[config.mk]
export PLATFORM = sky130hd
export DESIGN_NAME = cdb_rr_arbiter
export DESIGN_NICKNAME = d
export VERILOG_FILES = /design/src/rtl/cdb_rr_arbiter.sv
export SDC_FILE = /design/constraint.sdc
export NUM_CORES = 1
export LEC_CHECK = 0
export CAP_MARGIN = 20
export CORE_MARGIN = 3
export CORE_UTILIZATION = 53
export CTS_CLUSTER_DIAMETER = 80
export CTS_CLUSTER_SIZE = 14
export DETAILED_ROUTE_END_ITERATION = 16
export PLACE_DENSITY = 0.88
export SETUP_SLACK_MARGIN = 0.5
export SLEW_MARGIN = 30
export SYNTH_ARGS = -nofsm -noshare
export SYNTH_HDL_FRONTEND = slang
export SYNTH_SLANG_ARGS = --single-unit
[constraint.sdc]
create_clock -name clk -period 5.4 [get_ports clk]
set_input_delay 1.08 -clock clk [delete_from_list [all_inputs] [get_ports clk]]
set_output_delay 1.08 -clock clk [all_outputs]
set_load 0.02 [all_outputs]
[src/rtl/cdb_rr_arbiter.sv]
// Multi-lane common-data-bus arbiter: picks up to N_LANES ready sources per
// cycle in round-robin (or fixed) order and registers them onto the CDB lanes.
module cdb_rr_arbiter #(
    parameter int N_SRC   = 4,
    parameter int N_LANES = 1,
    parameter int TAG_W   = 4,
    parameter int DATA_W  = 16,
    parameter bit RR_EN   = 1'b1
) (
    input  logic                        clk,
    input  logic                        rst_n,
    input  logic                        flush,
    input  logic [N_SRC-1:0]            src_valid,
    input  logic [N_SRC*TAG_W-1:0]      src_tag,
    input  logic [N_SRC*DATA_W-1:0]     src_data,
    output logic [N_SRC-1:0]            src_grant,
    output logic [N_LANES-1:0]          cdb_valid,
    output logic [N_LANES*TAG_W-1:0]    cdb_tag,
    output logic [N_LANES*DATA_W-1:0]   cdb_data
);

    localparam int PW = $clog2(N_SRC);

    logic [PW-1:0]             rr_q, rr_d;
    logic [N_LANES-1:0]        lv_q, lv_d;
    logic [N_LANES*TAG_W-1:0]  lt_q, lt_d;
    logic [N_LANES*DATA_W-1:0] ld_q, ld_d;
    logic [N_SRC-1:0]          grant;

    always_comb begin
        int idx;
        int cnt;
        int nxt;
        grant = '0;
        lv_d  = '0;
        lt_d  = '0;
        ld_d  = '0;
        rr_d  = rr_q;
        cnt   = 0;
        idx   = 0;
        nxt   = 0;
        for (int k = 0; k < N_SRC; k++) begin
            idx = (RR_EN ? int'(rr_q) : 0) + k;
            // explicit wrap so non-power-of-two source counts scan correctly
            if (idx >= N_SRC) idx = idx - N_SRC;
            if (rst_n && !flush && src_valid[idx] && cnt < N_LANES) begin
                grant[idx] = 1'b1;
                lv_d[cnt]  = 1'b1;
                lt_d[cnt*TAG_W +: TAG_W]   = src_tag[idx*TAG_W +: TAG_W];
                ld_d[cnt*DATA_W +: DATA_W] = src_data[idx*DATA_W +: DATA_W];
                cnt = cnt + 1;
                nxt = idx + 1;
                if (nxt >= N_SRC) nxt = 0;
                if (RR_EN) rr_d = PW'(nxt);
            end
        end
    end

    always_ff @(posedge clk or negedge rst_n) begin
        if (!rst_n) begin
            rr_q <= '0;
            lv_q <= '0;
            lt_q <= '0;
            ld_q <= '0;
        end else begin
            rr_q <= rr_d;
            lv_q <= lv_d;
            lt_q <= lt_d;
            ld_q <= ld_d;
        end
    end

    assign src_grant = grant;
    assign cdb_valid = lv_q;
    assign cdb_tag   = lt_q;
    assign cdb_data  = ld_q;

endmodule

### Word-level counts from Yosys, hierarchy flattened

Cells that the tools add are included.

* logic and storage cells: 151
* register bits: 23

* shift-type cells: 20
* magnitude comparators: 25
* reductions and logical operators: 17
* add/sub/neg operators: 19
* muxes and demuxes: 60
* bitwise gates (word level): 6

Operators with widths (count)
* variable part select 64 x 32 -> 16 bit: 4
* >= comparator 32 x 1 -> 1 bit (second input constant): 7
* negator 32 -> 33 bit: 6
* adder 32 x 2 -> 32 bit (second input constant): 6
* less-than comparator 32 x 2 -> 1 bit (second input constant): 6
* 2-to-1 mux 32 bit: 6
* >= comparator 32 x 4 -> 1 bit (second input constant): 4
* less-than comparator 32 x 4 -> 1 bit (second input constant): 4
* variable part select 16 x 32 -> 4 bit: 4
* variable shift 16 x 33 -> 16 bit (first input constant): 3
* variable shift 4 x 33 -> 4 bit (first input constant): 3
* variable part select 16 x 33 -> 16 bit: 3
* variable part select 4 x 33 -> 4 bit: 3
* 2-to-1 mux 16 bit: 4
* bitwise mux 16 bit: 3
* 2-to-1 mux 4 bit: 8
* 2-to-1 mux 1 bit: 20
* 2-to-1 mux 2 bit: 8
* logical AND 1 bit: 15
* bitwise mux 4 bit: 3
* bitwise OR 4 bit: 3
* subtractor 3 x 3 -> 4 bit (second input constant): 3
* >= comparator 3 bit (second input constant): 3
* binary-select mux 1 bit (select 2 bit): 4
* other kinds (8): 14

### Logic depth before layout (Yosys ltp)

Gate-level depths: netlist of run 1.

* word-level depth: 18
* mapped depth: 16
* mapped depth without buffers: 11

### Worst setup path before layout of run 1

No wires, ideal clock.

* path type: register to output
* from: register rr_q[1]
* to: output port src_grant[0]
* buffers on the path: 4
* setup slack: 1149 ps
* data arrival time: 3171 ps
* stages on the path, launching flop included: 16
* path through: dfrtp_1 buf_6 inv_1 clkbuf_1 ha_1 buf_4 nor3b_2 a22oi_1 o211ai_2 ha_1 nand2_1 nor2_1 a31o_1 buf_2 a22oi_1 a21oi_1

* cells in the longest elaborated chain, start to end: 16
* elaborated cells between the ends (all ways): 69
* those cells by class: 9 x add/sub; 15 x order compare; 31 x mux; 3 x bitwise; 11 x reduce/logical

RTL lines
* start: declaration: RTL line 24 `logic [PW-1:0] rr_q, rr_d;`
* start signal: assignment: RTL line 66 `rr_q <= rr_d;`
* subtractor 2 x 3 -> 4 bit / >= comparator 2 x 3 -> 1 bit (equally long branches): RTL line 45 `if (idx >= N_SRC) idx = idx - N_SRC;`
* 2-to-1 mux 32 bit: RTL line 45
* binary-select mux 1 bit (select 2 bit): RTL line 46 `if (rst_n && !flush && src_valid[idx] && cnt < N_LANES) begin`
* 2-to-1 mux 1 bit (implied by the code) (2 in series): RTL line 46
* logical AND 1 bit: RTL line 46
* 2-to-1 mux 1 bit: RTL line 46
* less-than comparator 32 x 2 -> 1 bit: RTL line 46
* logical AND 1 bit: RTL line 46
* 2-to-1 mux 32 bit: RTL line 46
* less-than comparator 32 x 2 -> 1 bit: RTL line 46
* logical AND 1 bit: RTL line 46
* 2-to-1 mux 32 bit: RTL line 46
* less-than comparator 32 x 2 -> 1 bit: RTL line 46
* logical AND 1 bit: RTL line 46
* 2-to-1 mux 4 bit *: RTL line 46
* end: declaration: RTL line 16 `output logic [N_SRC-1:0] src_grant,`

Every way passes the cells marked *; elsewhere a longest branch is shown, timed or not. The select of a mux whose other input is x is not followed.

### Final worst setup path of run 1

* from: input port src_valid[2]
* to: output port src_grant[1]

* cells in the longest elaborated chain, start to end: 14
* elaborated cells between the ends (all ways): 34
* those cells by class: 2 x add/sub; 3 x order compare; 19 x mux; 3 x bitwise; 7 x reduce/logical

RTL lines
* start: declaration: RTL line 13 `input logic [N_SRC-1:0] src_valid,`
* binary-select mux 1 bit (select 2 bit): RTL line 46
* 2-to-1 mux 1 bit (implied by the code) (2 in series): RTL line 46
* logical AND 1 bit: RTL line 46
* 2-to-1 mux 1 bit: RTL line 46
* less-than comparator 32 x 2 -> 1 bit: RTL line 46
* logical AND 1 bit: RTL line 46
* 2-to-1 mux 32 bit: RTL line 46
* less-than comparator 32 x 2 -> 1 bit: RTL line 46
* logical AND 1 bit: RTL line 46
* 2-to-1 mux 32 bit: RTL line 46
* less-than comparator 32 x 2 -> 1 bit: RTL line 46
* logical AND 1 bit: RTL line 46
* 2-to-1 mux 4 bit *: RTL line 46

Marks and branches as above.

==> reports/metrics.csv, run 1 <==
stage,metric,value,unit
cells_and_area,antenna cells,0,
global_route,initial antenna violation count,0,
synth,area of the mapped netlist,0.003749,mm2
sta,minimum clock period,4487,ps
sta,PnR worst setup slack,913.0,ps
clock_network,Longest Clk Path Bufs,2,
cells_and_area,fin util,72.58,%
clock_network,htree depth,1,
sta,setup tns final,0,ps
die,Die W,90.10,um
setup_path,CP Data Arrival Time,3410,ps
pwr,Switch Pwr,0.001092,W
setup_path,reg2reg path depth,12,
placed_design,I/O Buffers,111,
die,floorplan row count,30,
die,die footprint,0.008118,mm2
drt,DR iter-0 viols,276,
pwr,power per cell area,479.0,mW/mm2
outcome,outcome,"complete, no violations",
drt,routed via count,3660,
pwr,sw frac,45.97,%
synth,Post-Synthesis Cells,383,
synth,Synth Register Bits,23,
sta,Slew Limit Fails,0,
placed_design,Placed Area,0.004891,mm2
drt,drt total wl,11.02,mm
clock_network,CTS Hold Bufs,0,
sta,Fin. Hold Viols,0,
cells_and_area,most frequent cells in the layout,"clkdlybuf4s50_1, nor2_1, mux4_2",
synth,number of flops mapped to enable cells by yosys,0,
sta,worst slew pin tran,920.4,ps
global_route,number of global-route vias before repair,3689,
clock_network,CTS tree,yes,
sta,Setup Viol. Count Final,0,
hold_path,HP Class,reg -> reg,
cells_and_area,fillcell total,514,
drt,drt via density,6.421,
cells_and_area,P&R area growth vs syn,32.28,%
die,Die Y,90.10,um
pwr,Pleak,2.018,nW
setup_path,"critical path fanouts, max",10,
clock_network,CTS root buffer,clkbuf_8,
pwr,sequential power share,9.9,%
global_route,global-route wire length before repair,18.22,mm
clock_network,clock buffer count from CTS,3,
run,MaxCap Viol Count,0,
clock_network,Post-CTS Setup Bufs,0,
setup_path,Critical path buffers and inverters,2,
synth,asr flop ratio synth,100.0,%
placed_design,routability cong.,0.8798,
setup_path,Crit-path slowest cell,clkdlybuf4s50_1,
pwr,Max rail drop VDD,0.2729,mV
hold_path,hold depth,3,
placed_design,Detailed Place HPWL,7.896,mm
cells_and_area,most common library cell in the layout ignoring fill and taps,clkdlybuf4s50_1,
die,num ports,112,
sta,skew final,12.21,ps
setup_path,critical path class,in -> out,
cells_and_area,fin area,0.004959,mm2
synth,Avg Inst Size Synth,9.787,um2
pwr,Internal,0.001283,W
synth,yosys warns,0,
die,core area,0.006832,mm2
setup_path,CP max stage delay,530,ps
synth,ys flop type,dfrtp_1,
sta,Slew HR,38.64,%
setup_path,"Cell Chain, Critical Path","clkdlybuf4s50_1, nor3b_2, a22oi_1, o211ai_2, ha_1, nand2_1, nor2_1, a31o_4, a22oi_1, a21oi_1, dlymetal6s2s_1",
drt,DRC violations left,0,
drt,ANT nets after route,0,
die,initial cell density of the core,54.87,%
sta,final period utilization,83.09,%
cells_and_area,proportion of layout cells with a drive suffix above 1,23.00,%
setup_path,"Top cell by count, worst path",a22oi_1,
setup_path,WP data required,4320,ps
sta,RSZ-0062 raised after global routing,false,
sta,maximum clock rate,222.9,MHz
drt,drt wl/cell,19.33,um
clock_network,Clock Pin Slew Worst Setup and Hold Paths,90,ps
global_route,total track usage,27.23,%
cells_and_area,Final #Nets,574,
clock_network,clock latency on the worst-skew pair,290,ps
setup_path,cell depth of the worst setup path,11,
setup_path,Worst setup EP type,output port,
cells_and_area,post-route insts no fill,570,
pwr,clock power share,5.1,%
setup_path,kind of cell adding the most delay to the critical path,compound AO/OA/AOI/OAI gates,
clock_network,CTS sink count,23,
synth,post-synthesis sequential area ratio,15.35,%
pwr,Comb power frac,85.0,%
setup_path,CP startpoint kind,input pin,
placed_design,pre-CTS setup slack,322.7,ps
global_route,largest net degree at the start of global routing,65,
placed_design,dpl cells,566,
synth,Unique masters post-synth,42,
global_route,total global routing overflow,0,
drt,TritonRoute pass-1 iters,7,
## power groups by stage
stage | Sequential, W | Combinational (W) | Clock, W
after floorplan | 0.000295 | 0.00154 | 0
final | 0.000235 | 0.00202 | 0.000121
after detailed placement | 0.000239 | 0.00200 | 0
after CTS | 0.000236 | 0.00201 | 0.000121
after global routing | 0.000241 | 0.00218 | 0.000131
after global placement | 0.000240 | 0.00194 | 0
## tightest hold or removal path: cells and delay by family, from the launching register on
family	cells	cell delay (ps)
buf+inv	2	380
flops	1	390
compound gates	1	170
## cell type report
type / count / area [um2] / area share, %
multi-input cells: 300 / 2909 / 58.67
repair buffers: 123 / 1214 / 24.48
flip-flops and latches: 23 / 579.3 / 11.68
well taps: 96 / 120.1 / 2.422
inverters: 24 / 90.09 / 1.817
clock buffers: 3 / 41.29 / 0.8327
clock inverters: 1 / 5.005 / 0.1009
## state kept, by name (all words and copies together) (netlist names)
register,cells
cdb_data,16
cdb_tag,4
cdb_valid,1
rr_q,2
## worst paths after layout
path                         startpoint      endpoint  slack (ps)
max in group asynchronous         rst_n       rr_q[0]        3840
max reg2reg                     rr_q[0]  cdb_data[14]        1960
min                             rr_q[1]       rr_q[1]         970
min reg2reg                     rr_q[1]       rr_q[1]         970
min in group asynchronous         rst_n   cdb_data[0]        1260
max                        src_valid[2]  src_grant[1]         910
## routing by layer
metal	GRT usage, %	up-vias	share of wire, %
li1	-	1660	-
met1	34.98	1780	39
met2	45.43	186	50
met3	4.017	34	7.1
met4	12.50	0	3.9
met5	0	-	0
## repair_timing
| action | CTS | global route |
|---|---|---|
| resized for setup | 2 | 5 |
| gates cloned | 0 | 0 |
| setup endpoints to repair | 4 | 4 |
## cells in the mapped netlist, drive strengths merged, types with 4 or more instances
master	n	share of area, %
dfrtp	23	15
a22oi	28	5.6
o21ai	23	3.1
a21o	20	4.0
nand2	6	0.60
nor2	49	5.0
nand2b	4	0.67
buf	24	4.0
ha	12	4.0
mux4	43	26
a21oi	5	0.67
inv	24	2.4
clkbuf	15	1.5
mux2	41	12
o2bb2ai	34	7.9
## cell families after synthesis
group	count (synthesis)	synth area share [%]
adders and majority gates	12	4.005
AOI/OAI and AO/OA	125	24.93
muxes	87	38.95
DFF	23	15.35
buffers and inverters	63	7.877
xor gates and xnor gates	1	0.2337
and+or+nand+nor	70	8.444
other	2	0.2003
## metrics by stage
stage	total power, W	hold WS [ps]
after global placement	0.002182	932.6
final	0.002375	970.5
after floorplan	0.001831	784.4
after global routing	0.002549	1006
after CTS	0.002365	970.3
after detailed placement	0.002235	961.7
Power figures use the tool's default switching activity.
==> run 2, diff against run 1 <==
--- a/config.mk
+++ b/config.mk
@@ -7,11 +7,11 @@
 export LEC_CHECK = 0
 export CAP_MARGIN = 20
 export CORE_MARGIN = 3
-export CORE_UTILIZATION = 53
+export CORE_UTILIZATION = 49
 export CTS_CLUSTER_DIAMETER = 80
 export CTS_CLUSTER_SIZE = 14
 export DETAILED_ROUTE_END_ITERATION = 16
-export PLACE_DENSITY = 0.88
+export PLACE_DENSITY = 0.82
 export SETUP_SLACK_MARGIN = 0.5
 export SLEW_MARGIN = 30
 export SYNTH_ARGS = -nofsm -noshare
==> constraint.sdc (replaced) <==
create_clock -name clk -period 4.3 [get_ports clk]
set_input_delay 0.86 -clock clk [delete_from_list [all_inputs] [get_ports clk]]
set_output_delay 0.86 -clock clk [all_outputs]
set_load 0.02 [all_outputs]
==> run 2 against run 1 <==
  * Critical path type unchanged
  * Register-to-register slack worse by 870 ps
  * Critical endpoint is now src_grant[0]
  * Via count up 0.22%
  * Utilization shrank 3.1 points
  * Sequential cell count is the same
  * Non-clock buffer count increased by 11
  * Sequential power up 27%
  * Final cell count rose by 2.5%
  * Total power rose by 30%
  * First-iteration DRC count decreased by 32%
  * Clock skew down 7.6 ps
  * Clock-buffer cell count did not move
  * Largest power group unchanged
==> reports/metrics.csv, run 2 (synthesis gave the netlist of run 1 again) <==
stage,metric,value,unit,change
drt,drt via density,6.281,,-2.2%
clock_network,CTS root buffer,clkbuf_8,,
pwr,Pleak,2.019,nW,about the same
clock_network,CTS sink count,23,,unchanged
global_route,initial antenna violation count,0,,unchanged
placed_design,I/O Buffers,111,,unchanged
setup_path,Crit-path slowest cell,clkdlybuf4s50_1,,
setup_path,WP data required,3440,ps,-880 ps
global_route,number of global-route vias before repair,3699,,+0.27%
global_route,total global routing overflow,0,,unchanged
die,num ports,112,,unchanged
cells_and_area,Final #Nets,585,,+1.9%
global_route,global-route wire length before repair,17.60,mm,-3.4%
cells_and_area,antenna cells,0,,unchanged
hold_path,hold depth,4,,+1
pwr,Switch Pwr,0.001399,W,+28%
hold_path,hold_sp,rr_q[0],,
drt,TritonRoute pass-1 iters,4,,-3
cells_and_area,P&R area growth vs syn,35.88,%,
sta,setup tns final,0,ps,unchanged
sta,Setup Viol. Count Final,0,,unchanged
drt,drt total wl,11.04,mm,+0.15%
clock_network,htree depth,1,,unchanged
sta,maximum clock rate,269.5,MHz,
pwr,Comb power frac,85.5,%,+0.5 points
setup_path,CP startpoint kind,input pin,,
clock_network,clock latency on the worst-skew pair,270,ps,-20 ps
setup_path,critical path class,in -> out,,
setup_path,CP max stage delay,570,ps,+40 ps
die,initial cell density of the core,51.14,%,-3.7 points
hold_path,HP Class,reg -> reg,,
pwr,Max rail drop VDD,0.3631,mV,+33%
drt,ANT nets after route,0,,unchanged
setup_path,Critical path buffers and inverters,3,,+1
sta,hold slack,911.2,ps,-59.27 ps
outcome,outcome,"complete, no violations",,
cells_and_area,Largest register FFs,16,,unchanged
pwr,Overall Power,0.003079,W,+30%
clock_network,clock buffer count from CTS,3,,unchanged
die,floorplan row count,31,,+3.3%
sta,skew final,4.623,ps,-7.591 ps
setup_path,kind of cell adding the most delay to the critical path,buffers and inverters,,
setup_path,Reg2Reg Setup Slack,1090,ps,-870 ps
setup_path,Reg2Reg Capture Point,cdb_tag[0],,
setup_path,reg2reg path depth,13,,+1
setup_path,Worst setup EP type,output port,,
die,core area,0.007331,mm2,+7.3%
placed_design,routability cong.,0.8832,,+0.39%
setup_path,"Cell Chain, Critical Path","clkdlybuf4s50_1, nor2b_1, o211ai_2, ha_2, buf_4, a31o_4, a22oi_2, a21oi_2, buf_4",,
clock_network,Longest Clk Path Bufs,2,,unchanged
cells_and_area,proportion of layout cells with a drive suffix above 1,28.04,%,+5.0 points
drt,drt wl/cell,18.90,um,-2.2%
sta,RSZ-0062 raised after global routing,false,,
sta,worst slew pin tran,965.6,ps,+45.19 ps
pwr,power per cell area,604.5,mW/mm2,+26%
setup_path,r2r startpoint,rr_q[0],,
sta,Slew Limit Fails,0,,unchanged
global_route,largest net degree at the start of global routing,55,,-15%
placed_design,pre-CTS setup slack,-108.9,ps,-431.6 ps
die,Die W,93.47,um,+3.7%
setup_path,CP Data Arrival Time,2850,ps,-560 ps
clock_network,Clock Pin Slew Worst Setup and Hold Paths,90,ps,about the same
sta,Fin. Hold Viols,0,,unchanged
pwr,clock power share,4.8,%,-0.3 points
setup_path,"Top cell by count, worst path",buf_4,,
placed_design,Placed Area,0.004961,mm2,+1.4%
pwr,Internal,0.001680,W,+31%
cells_and_area,fin area,0.005094,mm2,+2.7%
pwr,sequential power share,9.7,%,-0.2 points
drt,routed via count,3668,,+0.22%
drt,DRC violations left,0,,unchanged
die,Die Y,93.47,um,+3.7%
die,die footprint,0.008736,mm2,+7.6%
setup_path,"critical path fanouts, max",5,,-5
sta,PnR worst setup slack,589.0,ps,-324.0 ps
cells_and_area,most frequent cells in the layout,"clkdlybuf4s50_1, nor2_1, mux4_2",,
drt,DR iter-0 viols,188,,-32%
run,MaxCap Viol Count,0,,unchanged
hold_path,Hold Path Sink,rr_q[1],,
placed_design,Detailed Place HPWL,7.789,mm,-1.4%
pwr,sw frac,45.45,%,-0.52 points
sta,final period utilization,86.30,%,
global_route,total track usage,24.90,%,-2.3 points
cells_and_area,most common library cell in the layout ignoring fill and taps,clkdlybuf4s50_1,,
sta,minimum clock period,3711,ps,
clock_network,CTS tree,yes,,
sta,Slew HR,35.63,%,-3.0 points
## run 2: layout make-up
class / instances / area [um2]
Clock buffer: 3 / 41.29
Clock inverter: 1 / 5.005
Fill cell: 551 / 2237
Inverter: 24 / 90.09
Multi-Input combinational cell: 300 / 2965
Sequential cell: 23 / 579.3
Tap cell: 99 / 123.9
Timing Repair Buffer: 134 / 1289
## run 2: power by group through the flow
stage	Combinational, W	Clock, W	Sequential (W)
floorplan	0.00195	0	0.000370
global placement	0.00244	0	0.000316
detailed placement	0.00252	0	0.000314
CTS	0.00253	0.000149	0.000312
global route	0.00286	0.000160	0.000304
finish	0.00263	0.000147	0.000299
## run 2: worst max path at each step
| stage | from | to | slack (ps) | cells past startpoint |
|---|---|---|---|---|
| 2_1_floorplan | rr_q[1] | cdb_data[10] | 1120 | 14 |
| 3_3_place_gp | src_valid[3] | src_grant[2] | 5 | 11 |
| 3_5_place_dp | src_valid[3] | src_grant[0] | -110 | 11 |
| 4_1_cts | src_valid[2] | src_grant[0] | 470 | 11 |
| 5_1_grt | rst_n | src_grant[1] | 500 | 9 |
| 6_report | rst_n | src_grant[0] | 590 | 9 |
## run 2: worst register-to-register path, delay by kind of cell (launching register included)
family	cells	cell delay (ps)
AOI/OAI and AO/OA	5	1250
adders and majority gates	2	480
buffers and inverters	5	750
DFF	1	500
and+or+nand+nor	1	170
## run 2: timing repair
action | CTS | global route
setup buffers | 1 | 5
hold buffers | 0 | 0
endpoints found under the hold margin | 0 | 0
gates resized for setup | 21 | 12
endpoints found under the setup margin | 4 | 4
pin swaps | 0 | 4
## run 2: metal layers
layer / global-route usage [%] / up-vias / wire [um] / part of all wire [%]
li1: - / 1682 / - / -
met1: 32.03 / 1832 / 4399 / 40
met2: 44.07 / 140 / 5876 / 53
met3: 2.494 / 14 / 624 / 5.7
met4: 7.448 / 0 / 134 / 1.2
met5: 0 / - / 0 / 0
## run 2: per-stage QoR
stage	util [%]	instances
after global routing	69.48	584
after detailed placement	67.67	574
after CTS	68.32	579
after global placement	67.55	574
after floorplan	-	386
final	69.48	584
==> run 3, diff against run 2 <==
--- a/config.mk
+++ b/config.mk
@@ -5,13 +5,14 @@
 export SDC_FILE = /design/constraint.sdc
 export NUM_CORES = 1
 export LEC_CHECK = 0
+export ABC_AREA = 1
 export CAP_MARGIN = 20
 export CORE_MARGIN = 3
-export CORE_UTILIZATION = 49
+export CORE_UTILIZATION = 47
 export CTS_CLUSTER_DIAMETER = 80
 export CTS_CLUSTER_SIZE = 14
 export DETAILED_ROUTE_END_ITERATION = 16
-export PLACE_DENSITY = 0.82
+export PLACE_DENSITY = 0.81
 export SETUP_SLACK_MARGIN = 0.5
 export SLEW_MARGIN = 30
 export SYNTH_ARGS = -nofsm -noshare
==> run 3 against run 2 <==
  * Sequential cell count did not move
  * Final cell count rose by 26%
  * Routed wire length rose by 2.1%
  * Combinational power fell by 11%
  * Non-clock buffer count fell by 7
  * Global-route usage rose by 2.3 points
  * Total power fell by 7.9%
  * Clock-buffer cell count rose by 1
  * Largest power group unchanged
==> reports/metrics.csv, run 3 <==
stage,metric,value,unit,change
outcome,outcome,"complete, no violations",,
hold_path,Hold Path Sink,rr_q[0],,
setup_path,"Top cell by count, worst path",inv_1,,
clock_network,Clock Pin Slew Worst Setup and Hold Paths,100,ps,about the same
setup_path,CP max stage delay,540,ps,-30 ps
cells_and_area,antenna cells,0,,unchanged
synth,ranking of synthesized cells by area,"nand2_1, dfrtp_1, mux2i_1",,
clock_network,CTS root buffer,clkbuf_8,,
global_route,total track usage,27.20,%,+2.3 points
drt,routed via count,4111,,+12%
sta,Slew Limit Fails,0,,unchanged
synth,most common library cells after synthesis,"nand2_1, o21ai_0, mux2i_1",,
sta,RSZ-0062 raised after global routing,true,,
drt,ANT nets after route,0,,unchanged
setup_path,critical path class,in -> out,,
cells_and_area,Largest register FFs,16,,unchanged
global_route,initial antenna violation count,0,,unchanged
pwr,Max rail drop VDD,0.8219,mV,+130%
setup_path,Reg2Reg Capture Point,cdb_data[1],,
setup_path,Critical path buffers and inverters,6,,+3
setup_path,Reg2Reg Setup Slack,1080,ps,about the same
synth,yosys warns,0,,unchanged
sta,setup tns final,0,ps,unchanged
synth,area of the mapped netlist,0.003331,mm2,-11%
synth,"count leader, synth",nand2_1,,
global_route,number of global-route vias before repair,3932,,+6.3%
cells_and_area,P&R area growth vs syn,36.85,%,
die,die footprint,0.008132,mm2,-6.9%
placed_design,routability cong.,0.9191,,+4.1%
global_route,largest net degree at the start of global routing,99,,+80%
clock_network,clock buffer count from CTS,3,,unchanged
clock_network,Longest Clk Path Bufs,2,,unchanged
synth,post-synthesis sequential area ratio,17.28,%,+1.9 points
setup_path,CP startpoint kind,input pin,,
synth,largest area contributor in the netlist,nand2_1,,
die,core area,0.006832,mm2,-6.8%
placed_design,Detailed Place HPWL,7.736,mm,-0.68%
hold_path,HP Class,reg -> reg,,
die,initial cell density of the core,48.75,%,-2.4 points
setup_path,kind of cell adding the most delay to the critical path,buffers and inverters,,
pwr,power per cell area,622.3,mW/mm2,+2.9%
pwr,Overall Power,0.002837,W,-7.9%
cells_and_area,fin area,0.004558,mm2,-11%
setup_path,reg2reg path depth,16,,+3
die,num ports,112,,unchanged
die,floorplan row count,30,,-3.2%
sta,skew final,3.387,ps,-1.235 ps
setup_path,Crit-path slowest cell,clkdlybuf4s50_1,,
pwr,Pleak,2.044,nW,+1.3%
cells_and_area,combined area of the multi-input logic cells,0.002482,mm2,-16%
setup_path,Worst setup EP type,output port,,
setup_path,"Cell Chain, Critical Path","clkdlybuf4s50_1, inv_1, nor2_4, inv_1, nor2_4, nor2_8, ha_1, inv_1, nor2_2, nand3_4, inv_2, nand2_1, o2111ai_1, buf_2",,
synth,top-area cell type share of the netlist area,23.10,%,-2.7 points
setup_path,CP Data Arrival Time,2870,ps,+20 ps
run,MaxCap Viol Count,0,,unchanged
sta,Fin. Hold Viols,0,,unchanged
sta,final period utilization,86.72,%,+0.41 points
sta,hold slack,584.9,ps,-326.3 ps
cells_and_area,fillcell total,608,,+10%
die,Die Y,90.18,um,-3.5%
drt,DRC violations left,0,,unchanged
sta,maximum clock rate,268.2,MHz,-0.48%
clock_network,clock latency on the worst-skew pair,270,ps,about the same
cells_and_area,most common library cell in the layout ignoring fill and taps,nand2_1,,
sta,Slew HR,47.47,%,+12 points
synth,Avg Inst Size Synth,6.111,um2,-38%
cells_and_area,most frequent cells in the layout,"nand2_1, clkdlybuf4s50_1, o21ai_0",,
hold_path,hold depth,2,,-2
placed_design,Placed Area,0.004493,mm2,-9.4%
synth,ys flop type,dfrtp_1,,
drt,drt wl/cell,15.29,um,-19%
cells_and_area,Final #Nets,741,,+27%
clock_network,htree depth,1,,unchanged
clock_network,CTS tree,yes,,
drt,drt via density,5.578,,-11%
sta,Setup Viol. Count Final,0,,unchanged
synth,Post-Synthesis Cells,545,,+42%
drt,drt total wl,11.27,mm,+2.1%
cells_and_area,proportion of layout cells with a drive suffix above 1,6.552,%,-21 points
drt,TritonRoute pass-1 iters,6,,+2
setup_path,r2r startpoint,rr_q[0],,
global_route,total global routing overflow,0,,unchanged
placed_design,I/O Buffers,111,,unchanged
hold_path,hold_sp,rr_q[0],,
sta,minimum clock period,3729,ps,+17.80 ps
global_route,global-route wire length before repair,18.66,mm,+6.0%
synth,asr flop ratio synth,100.0,%,unchanged
cells_and_area,Storage cell area,579.3,um2,unchanged
synth,Unique masters post-synth,30,,-29%
setup_path,"critical path fanouts, max",9,,+4
drt,DR iter-0 viols,305,,+62%
die,Die W,90.18,um,-3.5%
sta,worst slew pin tran,788.0,ps,-177.6 ps
setup_path,WP data required,3440,ps,about the same
clock_network,CTS sink count,23,,unchanged
synth,number of flops mapped to enable cells by yosys,0,,unchanged
synth,Synth Register Bits,23,,unchanged
run 3: cell count changes after synthesis, moves of 20 or more:
cell	previous run	this run
nand2_1	6	205
mux4_2	43	0
mux2i_1	3	45
mux2_2	41	0
nand3_1	1	37
o21ai_0	21	57
nor2_1	48	14
o2bb2ai_1	34	0
a22oi_1	28	1
a21o_1	20	0
run 3: layout make-up:
cell class | count | area share (%)
repair buffers | 127 | 26.74
inverters | 30 | 2.470
clock buffers | 4 | 0.9882
multi-input cells | 457 | 54.46
well taps | 96 | 2.635
flip-flops and latches | 23 | 12.71
run 3: cell families after synthesis:
kind of cell / after synthesis / share of synthesized area [%]
compound gates: 108 / 17.88
flops: 23 / 17.28
fa+ha+maj: 12 / 4.508
other cells: 2 / 0.2255
simple gates: 287 / 37.90
mux: 45 / 13.52
buf+inv: 68 / 8.678
run 3: routing by layer:
metal	track usage (%)	vias up	part of all wire [%]
li1	-	2034	-
met1	35.94	1870	43
met2	45.68	196	47
met3	4.603	11	8.8
met4	7.526	0	0.57
met5	0	-	0
run 3: what timing repair did:
action                     CTS  global route
gates resized for setup     12             7
setup buffers                1             3
setup endpoints to repair    4             4
hold buffers                 0             0
pin swaps                    1             1
run 3: metrics by stage:
step / setup WS (ps) / instances / util (%)
2_1_floorplan: 675.4 / 548 / -
3_3_place_gp: 218.6 / 729 / 65.77
5_1_grt: 455.0 / 737 / 66.72
6_report: 571.2 / 737 / 66.72
4_1_cts: 491.4 / 734 / 66.63
3_5_place_dp: 153.7 / 729 / 65.77
run 3: how the worst max path moves through the flow:
stage	end	startpoint	slack, ps	cells past startpoint
after floorplan	src_grant[1]	rr_q[1]	680	16
after detailed placement	src_grant[3]	rst_n	150	14
after global placement	src_grant[1]	rst_n	220	14
after global routing	src_grant[3]	src_valid[0]	450	14
final	src_grant[3]	rst_n	570	14
after CTS	src_grant[1]	rst_n	490	14
run 3: worst register-to-register path, delay by kind of cell, from the launching register on:
family	cells	cell delay, ps
adders and majority gates	2	570
and+or+nand+nor	6	750
AOI/OAI and AO/OA	3	520
DFF	1	510
buffers and inverters	5	810
run 3: report_power, final:
| part | switching, W | total [W] | internal, W |
|---|---|---|---|
| combinational | 0.00148 | 0.00235 | 0.000872 |
| sequential | 0.0000319 | 0.000341 | 0.000309 |
| clock | 0.0000818 | 0.000148 | 0.0000665 |
| total | 0.00159 | 0.00284 | 0.00125 |
